### src/rtl/lcd_pkg.sv
// Shared definitions for the HD44780 refresh driver: command bytes, FSM state encodings
// and the init-command lookup used by the top-level sequencer.
package lcd_pkg;

   localparam logic [7:0] LCD_FUNC_SET = 8'h38;
   localparam logic [7:0] LCD_DISP_ON  = 8'h0C;
   localparam logic [7:0] LCD_CLEAR    = 8'h01;
   localparam logic [7:0] LCD_ENTRY    = 8'h06;
   localparam logic [7:0] LCD_LINE1    = 8'h80;
   localparam logic [7:0] LCD_LINE2    = 8'hC0;

   typedef enum logic [2:0] {
      ST_PWR_WAIT,
      ST_INIT,
      ST_LINE1_ADDR,
      ST_LINE1,
      ST_LINE2_ADDR,
      ST_LINE2,
      ST_DONE,
      ST_IDLE
   } lcd_state_t;

   typedef enum logic [1:0] {
      PH_IDLE,
      PH_SETUP,
      PH_EN_HI,
      PH_WAIT
   } byte_phase_t;

   function automatic logic [7:0] initCmd(input logic [1:0] idx);
      case (idx)
         2'd0:    return LCD_FUNC_SET;
         2'd1:    return LCD_DISP_ON;
         2'd2:    return LCD_CLEAR;
         default: return LCD_ENTRY;
      endcase
   endfunction

endpackage

### src/rtl/lcd_byte_writer.sv
// Drives one LCD byte as SETUP / EN_HI / WAIT; data and RS are held from SETUP to the end of WAIT.
// Characters are latched from i_byte at the end of SETUP so the ROM has that cycle to settle.
module lcd_byte_writer
   import lcd_pkg::*;
#(
   parameter int EN_CYCLES  = 25,
   parameter int CMD_CYCLES = 2_500,
   parameter int CLR_CYCLES = 100_000,
   parameter int CNT_W      = 17
) (
   input  logic       clk,
   input  logic       reset,
   input  logic       i_start,
   input  logic [7:0] i_byte,
   input  logic       i_rs,
   output logic [7:0] o_lcd_data,
   output logic       o_lcd_rs,
   output logic       o_lcd_en,
   output logic       o_done
);

   byte_phase_t      r_phase;
   logic [CNT_W-1:0] r_cnt;
   logic [7:0]       r_data;
   logic             r_rs;
   logic             r_en;
   logic             r_isClear;

   logic             w_ready;
   logic [7:0]       w_setupData;

   assign o_done      = (r_phase == PH_WAIT) && (r_cnt == '0);
   assign w_ready     = (r_phase == PH_IDLE) || o_done;
   assign w_setupData = r_rs ? i_byte : r_data;

   // A new start is accepted in the last WAIT cycle so consecutive bytes run back to back.
   always_ff @(posedge clk or posedge reset) begin
      if (reset) begin
         r_phase   <= PH_IDLE;
         r_cnt     <= '0;
         r_data    <= 8'h00;
         r_rs      <= 1'b0;
         r_en      <= 1'b0;
         r_isClear <= 1'b0;
      end else begin
         case (r_phase)
            PH_SETUP: begin
               r_data    <= w_setupData;
               r_isClear <= (w_setupData == LCD_CLEAR);
               r_en      <= 1'b1;
               r_cnt     <= CNT_W'(EN_CYCLES - 1);
               r_phase   <= PH_EN_HI;
            end
            PH_EN_HI: begin
               if (r_cnt == '0) begin
                  r_en    <= 1'b0;
                  r_cnt   <= r_isClear ? CNT_W'(CLR_CYCLES - 1) : CNT_W'(CMD_CYCLES - 1);
                  r_phase <= PH_WAIT;
               end else begin
                  r_cnt <= r_cnt - 1'b1;
               end
            end
            default: begin
               if (!w_ready) begin
                  r_cnt <= r_cnt - 1'b1;
               end else if (i_start) begin
                  r_phase <= PH_SETUP;
                  r_rs    <= i_rs;
                  if (!i_rs) begin
                     r_data <= i_byte;
                  end
               end else begin
                  r_phase <= PH_IDLE;
               end
            end
         endcase
      end
   end

   assign o_lcd_data = r_data;
   assign o_lcd_rs   = r_rs;
   assign o_lcd_en   = r_en;

endmodule

### src/rtl/lcd_refresh_driver.sv
// Sequences power-up wait, controller init and the two 16-character lines of a 16x2 LCD,
// reading characters from a combinational message ROM; refresh requests re-run the line writes.
module lcd_refresh_driver
   import lcd_pkg::*;
#(
   parameter int CLK_HZ     = 50_000_000,
   parameter int PWR_CYCLES = 750_000,
   parameter int EN_CYCLES  = 25,
   parameter int CMD_CYCLES = 2_500,
   parameter int CLR_CYCLES = 100_000
) (
   input  logic       clk,
   input  logic       reset,
   input  logic       refresh,
   input  logic [7:0] din,
   output logic [4:0] raddr,
   output logic [7:0] LCD_DATA,
   output logic       LCD_RS,
   output logic       LCD_RW,
   output logic       LCD_EN,
   output logic       LCD_ON,
   output logic       busy,
   output logic       frame_done
);

   localparam int MAX_WAIT = (PWR_CYCLES > CLR_CYCLES) ? PWR_CYCLES : CLR_CYCLES;
   localparam int CNT_W    = $clog2(MAX_WAIT + 1);

   lcd_state_t       r_state;
   logic [CNT_W-1:0] r_pwrCnt;
   logic [4:0]       r_idx;
   logic [4:0]       r_raddr;
   logic             r_pending;
   logic             r_busy;
   logic             r_frameDone;

   logic             w_start;
   logic             w_rs;
   logic [7:0]       w_cmd;
   logic [7:0]       w_byte;
   logic             w_done;
   logic             w_goRefresh;

   assign w_goRefresh = refresh | r_pending;
   assign w_byte      = (w_start && !w_rs) ? w_cmd : din;

   // Decide which byte (if any) to launch this cycle; launches coincide with state changes.
   always_comb begin
      w_start = 1'b0;
      w_rs    = 1'b0;
      w_cmd   = 8'h00;
      case (r_state)
         ST_PWR_WAIT: begin
            if (r_pwrCnt == '0) begin
               w_start = 1'b1;
               w_cmd   = LCD_FUNC_SET;
            end
         end
         ST_INIT: begin
            if (w_done) begin
               w_start = 1'b1;
               w_cmd   = (r_idx[1:0] == 2'd3) ? LCD_LINE1 : initCmd(r_idx[1:0] + 2'd1);
            end
         end
         ST_LINE1_ADDR, ST_LINE2_ADDR: begin
            if (w_done) begin
               w_start = 1'b1;
               w_rs    = 1'b1;
            end
         end
         ST_LINE1: begin
            if (w_done) begin
               w_start = 1'b1;
               if (r_idx == 5'd15) begin
                  w_cmd = LCD_LINE2;
               end else begin
                  w_rs = 1'b1;
               end
            end
         end
         ST_LINE2: begin
            if (w_done && (r_idx != 5'd31)) begin
               w_start = 1'b1;
               w_rs    = 1'b1;
            end
         end
         ST_DONE, ST_IDLE: begin
            if (w_goRefresh) begin
               w_start = 1'b1;
               w_cmd   = LCD_LINE1;
            end
         end
         default: begin
            w_start = 1'b0;
         end
      endcase
   end

   // busy drops on entry to DONE unless a refresh is already queued, so back-to-back passes stay busy.
   always_ff @(posedge clk or posedge reset) begin
      if (reset) begin
         r_state     <= ST_PWR_WAIT;
         r_pwrCnt    <= CNT_W'(PWR_CYCLES - 1);
         r_idx       <= 5'd0;
         r_raddr     <= 5'd0;
         r_pending   <= 1'b0;
         r_busy      <= 1'b1;
         r_frameDone <= 1'b0;
      end else begin
         r_frameDone <= 1'b0;
         if (refresh && r_busy) begin
            r_pending <= 1'b1;
         end
         case (r_state)
            ST_PWR_WAIT: begin
               if (r_pwrCnt == '0) begin
                  r_state <= ST_INIT;
                  r_idx   <= 5'd0;
               end else begin
                  r_pwrCnt <= r_pwrCnt - 1'b1;
               end
            end
            ST_INIT: begin
               if (w_done) begin
                  if (r_idx[1:0] == 2'd3) begin
                     r_state <= ST_LINE1_ADDR;
                     r_idx   <= 5'd0;
                  end else begin
                     r_idx <= r_idx + 5'd1;
                  end
               end
            end
            ST_LINE1_ADDR: begin
               if (w_done) begin
                  r_state <= ST_LINE1;
                  r_idx   <= 5'd0;
                  r_raddr <= 5'd0;
               end
            end
            ST_LINE1: begin
               if (w_done) begin
                  if (r_idx == 5'd15) begin
                     r_state <= ST_LINE2_ADDR;
                     r_raddr <= 5'd0;
                  end else begin
                     r_idx   <= r_idx + 5'd1;
                     r_raddr <= r_idx + 5'd1;
                  end
               end
            end
            ST_LINE2_ADDR: begin
               if (w_done) begin
                  r_state <= ST_LINE2;
                  r_idx   <= 5'd16;
                  r_raddr <= 5'd16;
               end
            end
            ST_LINE2: begin
               if (w_done) begin
                  if (r_idx == 5'd31) begin
                     r_state     <= ST_DONE;
                     r_raddr     <= 5'd0;
                     r_frameDone <= 1'b1;
                     r_busy      <= r_pending | refresh;
                  end else begin
                     r_idx   <= r_idx + 5'd1;
                     r_raddr <= r_idx + 5'd1;
                  end
               end
            end
            ST_DONE: begin
               r_pending <= 1'b0;
               if (w_goRefresh) begin
                  r_state <= ST_LINE1_ADDR;
                  r_busy  <= 1'b1;
               end else begin
                  r_state <= ST_IDLE;
               end
            end
            ST_IDLE: begin
               if (w_goRefresh) begin
                  r_state <= ST_LINE1_ADDR;
                  r_busy  <= 1'b1;
               end
            end
            default: begin
               r_state <= ST_PWR_WAIT;
            end
         endcase
      end
   end

   lcd_byte_writer #(
      .EN_CYCLES  (EN_CYCLES),
      .CMD_CYCLES (CMD_CYCLES),
      .CLR_CYCLES (CLR_CYCLES),
      .CNT_W      (CNT_W)
   ) u_byteWriter (
      .clk        (clk),
      .reset      (reset),
      .i_start    (w_start),
      .i_byte     (w_byte),
      .i_rs       (w_rs),
      .o_lcd_data (LCD_DATA),
      .o_lcd_rs   (LCD_RS),
      .o_lcd_en   (LCD_EN),
      .o_done     (w_done)
   );

   // Panel power is always on; CLK_HZ only documents the frequency the cycle defaults assume.
   assign LCD_ON     = (CLK_HZ > 0);
   assign LCD_RW     = 1'b0;
   assign raddr      = r_raddr;
   assign busy       = r_busy;
   assign frame_done = r_frameDone;

endmodule

### config.mk
export PLATFORM = sky130hd
export DESIGN_NAME = lcd_refresh_driver
export DESIGN_NICKNAME = d
export VERILOG_FILES = /design/src/rtl/lcd_pkg.sv /design/src/rtl/lcd_byte_writer.sv /design/src/rtl/lcd_refresh_driver.sv
export SDC_FILE = /design/constraint.sdc
export NUM_CORES = 1
export LEC_CHECK = 0
export CORE_MARGIN = 3
export CORE_UTILIZATION = 31
export DETAILED_ROUTE_END_ITERATION = 8
export DONT_BUFFER_PORTS = 1
export PLACE_DENSITY = 0.5
export SYNTH_ARGS = -nofsm -noshare
export SYNTH_HDL_FRONTEND = slang
export SYNTH_SLANG_ARGS = --single-unit
### constraint.sdc
create_clock -name clk -period 4.1 [get_ports clk]
set_clock_uncertainty 0.15 [all_clocks]
set_input_delay 0.82 -clock clk [delete_from_list [all_inputs] [get_ports clk]]
set_output_delay 0.82 -clock clk [all_outputs]
set_load 0.1 [all_outputs]
==> summary.md <==
| Metric | Value |
|---|---|
| EDFF count, synth | 0 |
| Vias in the first global route | 3,122 |
| Placed Instance Area | between 0.004 and 0.005 mm^2 |
| Initial Util | 0.319 |
| P_sw | 0.317 mW |
| Synth Area per Inst | 9.26 um^2 |
| Worst setup EP type | flip-flop |
| Chip Width | ~120 um |
| Gpl congestion | 0.858 |
| CTS Sinks | 69 |
| Share of layout cells above drive strength 1 | 0.158 |
| Max Cap Viol | 0 |
| Post-synthesis simple-gate area fraction | 0.220 |
| Drt drc | 0 |
| Top cells by area, synth | dfrtp_1 (34%), dfstp_2 (9.1%), ha_1 (4.9%), nor2_1 (4.9%), xor2_1 (3.9%) |
| Final-report max-slew violation count | 0 |
| Fmax | 278 MHz |
| Reg-to-reg endpoint | u_byteWriter.o_lcd_data[2] |
| Slowest cell on crit path | nor3b_1 |
| Clk Latency, worst-skew pair | roughly 0.33 ns |
| XOR/XNOR Fraction of Synth Area | 0.0626 |
| Worst stage delay on the critical path | 0.59 ns |
| Ys async rst share | 1.00 |
| Synth Net Count | 465 |
| Final WL | 9310 um |
| TritonCTS Buffers | 9 |
| Sequential share of the synthesized area | 0.430 |
| Rows | 41 |
| ANT nets after route | 0 |
| CTS Root Cell | clkbuf_16 |
| First-pass GRT wire length | 15,800 um |
| Initial antenna violation count | 0 |
| Warnings from Yosys | 0 |
| CP required | 4.16 ns |
| Fin crit share | 0.876 |
| WP buf/inv | 1 |
| Largest family of logic cells by synthesized area | simple AND/OR/NAND/NOR gates |
| DIE HEIGHT | about 120 um |
| Setup Crit Path Kind | reg -> reg |
| Post-Synth Adder-Cell Area | 0.0494 |
| P&R area growth vs syn | 11.7% |
| Post-CTS Setup Inserts | 0 |
| Design Area, Final | around 0.0045 mm^2 |
| GRT Total Usage | 0.136 |
| Final hold vios | 0 |
| Crit path capture | u_byteWriter.o_lcd_data[2] |
| DR WL/cell | around 15 um |
| IO Port Bufs | 0 |
| Most numerous cell in the Yosys netlist | dfrtp_1 |
| Area fraction in compound gates after synthesis | 0.162 |
| Reg2reg start | u_byteWriter.r_cnt[0] |
| Pre-Repair DR Iteration Count | 5 |
| Post-synth cell types | 66 |
| Worst Max-Slew Pin Slew | 1.11 ns |
| CTS tree | yes |
| Reg2Reg Setup Slack | 0.51 ns |
| Internal power | 1.17 mW |
| Synth area leader | dfrtp_1 |
| Worst min path class | reg -> reg |
| Die Footprint | 0.0145 mm^2 |
| Rel. slew slack | 0.263 |
| H-tree levels | 3 |
| Core box area | between 0.01 and 0.015 mm^2 |
| Power per standard cell area | 329 mW/mm^2 |
| RSZ-0062 raised after global routing | false |
| Via density | 5.08 |
| Setup TNS | 0 ns |
| Min Tclk post-route | between 3 and 4 ns |
| Crit path launch | u_byteWriter.r_cnt[0] |
| Synth Flop Type | dfrtp_1 |
| CP arrival | between 3 and 4 ns |
| Cell family with most CP delay | simple AND/OR/NAND/NOR gates |
| Inserted Diodes | 0 |
| Synth top cells by count | dfrtp_1 (55), nor2_1 (53), nand2_1 (39) |
| Grt ovf | 0 |
| Via Count | 3,122 |
| Initial DRC count | around 240 |
| Clock Pin Slew Worst Setup and Hold Paths | 0.05 ns |
| Sequential group share of total power | 0.461 |
| Yosys reg bits | 69 |
| Clock power share | 0.518 |
| Sw Share | 0.212 |
| Post-Syn Instances | between 400 and 500 |
| Outcome | finished clean |
| Post-CTS Resized | 0 |
| Ports | 30 |
| Top cell type's share of synthesized area | 0.339 |
| CTS Hold Bufs | 0 |
| Worst R2R Path Depth | 9 |
| Leak | around 2 nW |
| Post-detail-place hpwl | 6860 um |
| Largest net degree at the start of global routing | 45 |
| Clock Path Buffers | 2 |
| Crit path launch type | flip-flop |
| CP Cell Sequence | inv_1 > ha_1 > nor3b_1 > nand4_1 > nor4_1 > o31ai_2 > o31a_2 > nor2_2 > mux2_2 |
| Synthesized cell area | between 0.004 and 0.005 mm^2 |
| # setup viols final | 0 |
| Nets | 464 |
| Worst vdd ir | 186 uV |
| Fraction of synthesized area in multiplexers | 0.0330 |
| Gate power share | 0.021 |
| Crit path depth | 9 |
| CP Max Fanout | 7 |
==> power groups by stage <==
stage	registers (mW)	clock network (mW)	logic (mW)
after global placement	0.699	0	0.0325
after floorplan	0.699	0	0.0260
after global routing	0.687	0.836	0.0354
after CTS	0.687	0.793	0.0328
after detailed placement	0.699	0	0.0326
final	0.687	0.773	0.0314
==> cells in the final DEF, fill, tap and decap left out, types with 2 or more instances in the layout <==
cell type,count
dfrtp_1,55
nor2_1,53
nand2_1,39
o21ai_0,26
a21oi_1,21
inv_1,20
xor2_1,18
nor3_1,17
ha_1,16
dfstp_2,14
nand2b_1,11
mux2_2,11
xnor2_1,11
nand3_1,9
nor4_1,9
clkbuf_16,9
buf_4,7
o22ai_1,6
a31oi_1,5
o31ai_1,5
nand4_1,4
or4b_2,4
a22o_2,4
a21o_1,4
o211ai_1,4
a21boi_0,4
nor2b_1,3
and3_1,3
or3_1,3
o41ai_1,3
or2_2,3
conb_1,2
clkbuf_1,2
clkinv_2,2
==> flip-flops by register name, indices dropped and copies added, names as in the netlist, 2 cells and up <==
signal                   count
r_pwrCnt                    20
r_state                      3
r_idx                        5
u_byteWriter.r_cnt          20
u_byteWriter.o_lcd_data      8
u_byteWriter.r_phase         2
raddr                        5
==> worst min-delay path by stage <==
stage | to | startpoint | slack, ns | cells past startpoint
3_5_place_dp | r_pwrCnt[11] | r_pwrCnt[11] | 0.31 | 1
6_report | r_pwrCnt[11] | r_pwrCnt[11] | 0.32 | 1
3_3_place_gp | r_pwrCnt[11] | r_pwrCnt[11] | 0.31 | 1
5_1_grt | r_pwrCnt[11] | r_pwrCnt[11] | 0.34 | 1
4_1_cts | r_pwrCnt[11] | r_pwrCnt[11] | 0.33 | 1
2_1_floorplan | r_pwrCnt[11] | r_pwrCnt[11] | 0.29 | 1
==> area by class of cell <==
type                    count  area, um^2
clock buffers              12         246
well taps                 172         215
clock inverters             4        47.5
inverters                  21        78.8
fillers                  1338        8190
multi-input cells         329        2140
repair buffers              7        52.6
flip-flops and latches     69        1740
==> per-stage QoR <==
step / worst slack (ns) / hold WS (ns) / utilization / total power, mW / instances
after floorplan: 1.05 / 0.293 / - / 0.725 / 438
after global placement: 0.686 / 0.307 / 0.333 / 0.731 / 598
after detailed placement: 0.551 / 0.314 / 0.333 / 0.732 / 598
after CTS: 0.540 / 0.326 / 0.356 / 1.51 / 614
after global routing: 0.160 / 0.336 / 0.356 / 1.56 / 614
final: 0.509 / 0.319 / 0.356 / 1.49 / 614
==> kinds of logic after synthesis <==
family | Yosys count
and+or+nand+nor | 174
AOI/OAI and AO/OA | 96
DFF | 69
buffers and inverters | 40
xor gates and xnor gates | 29
adders and majority gates | 16
muxes | 12
other | 2
==> per-layer routing <==
metal | share of wire | wire length [um] | GRT usage
met1 | 0.49 | 4520 | 0.185
met2 | 0.46 | 4310 | 0.207
met3 | 0.036 | 339 | 0.0402
met4 | 0.015 | 138 | 0.0446
met5 | 0 | 0 | 0
Power figures use the tool's default switching activity.
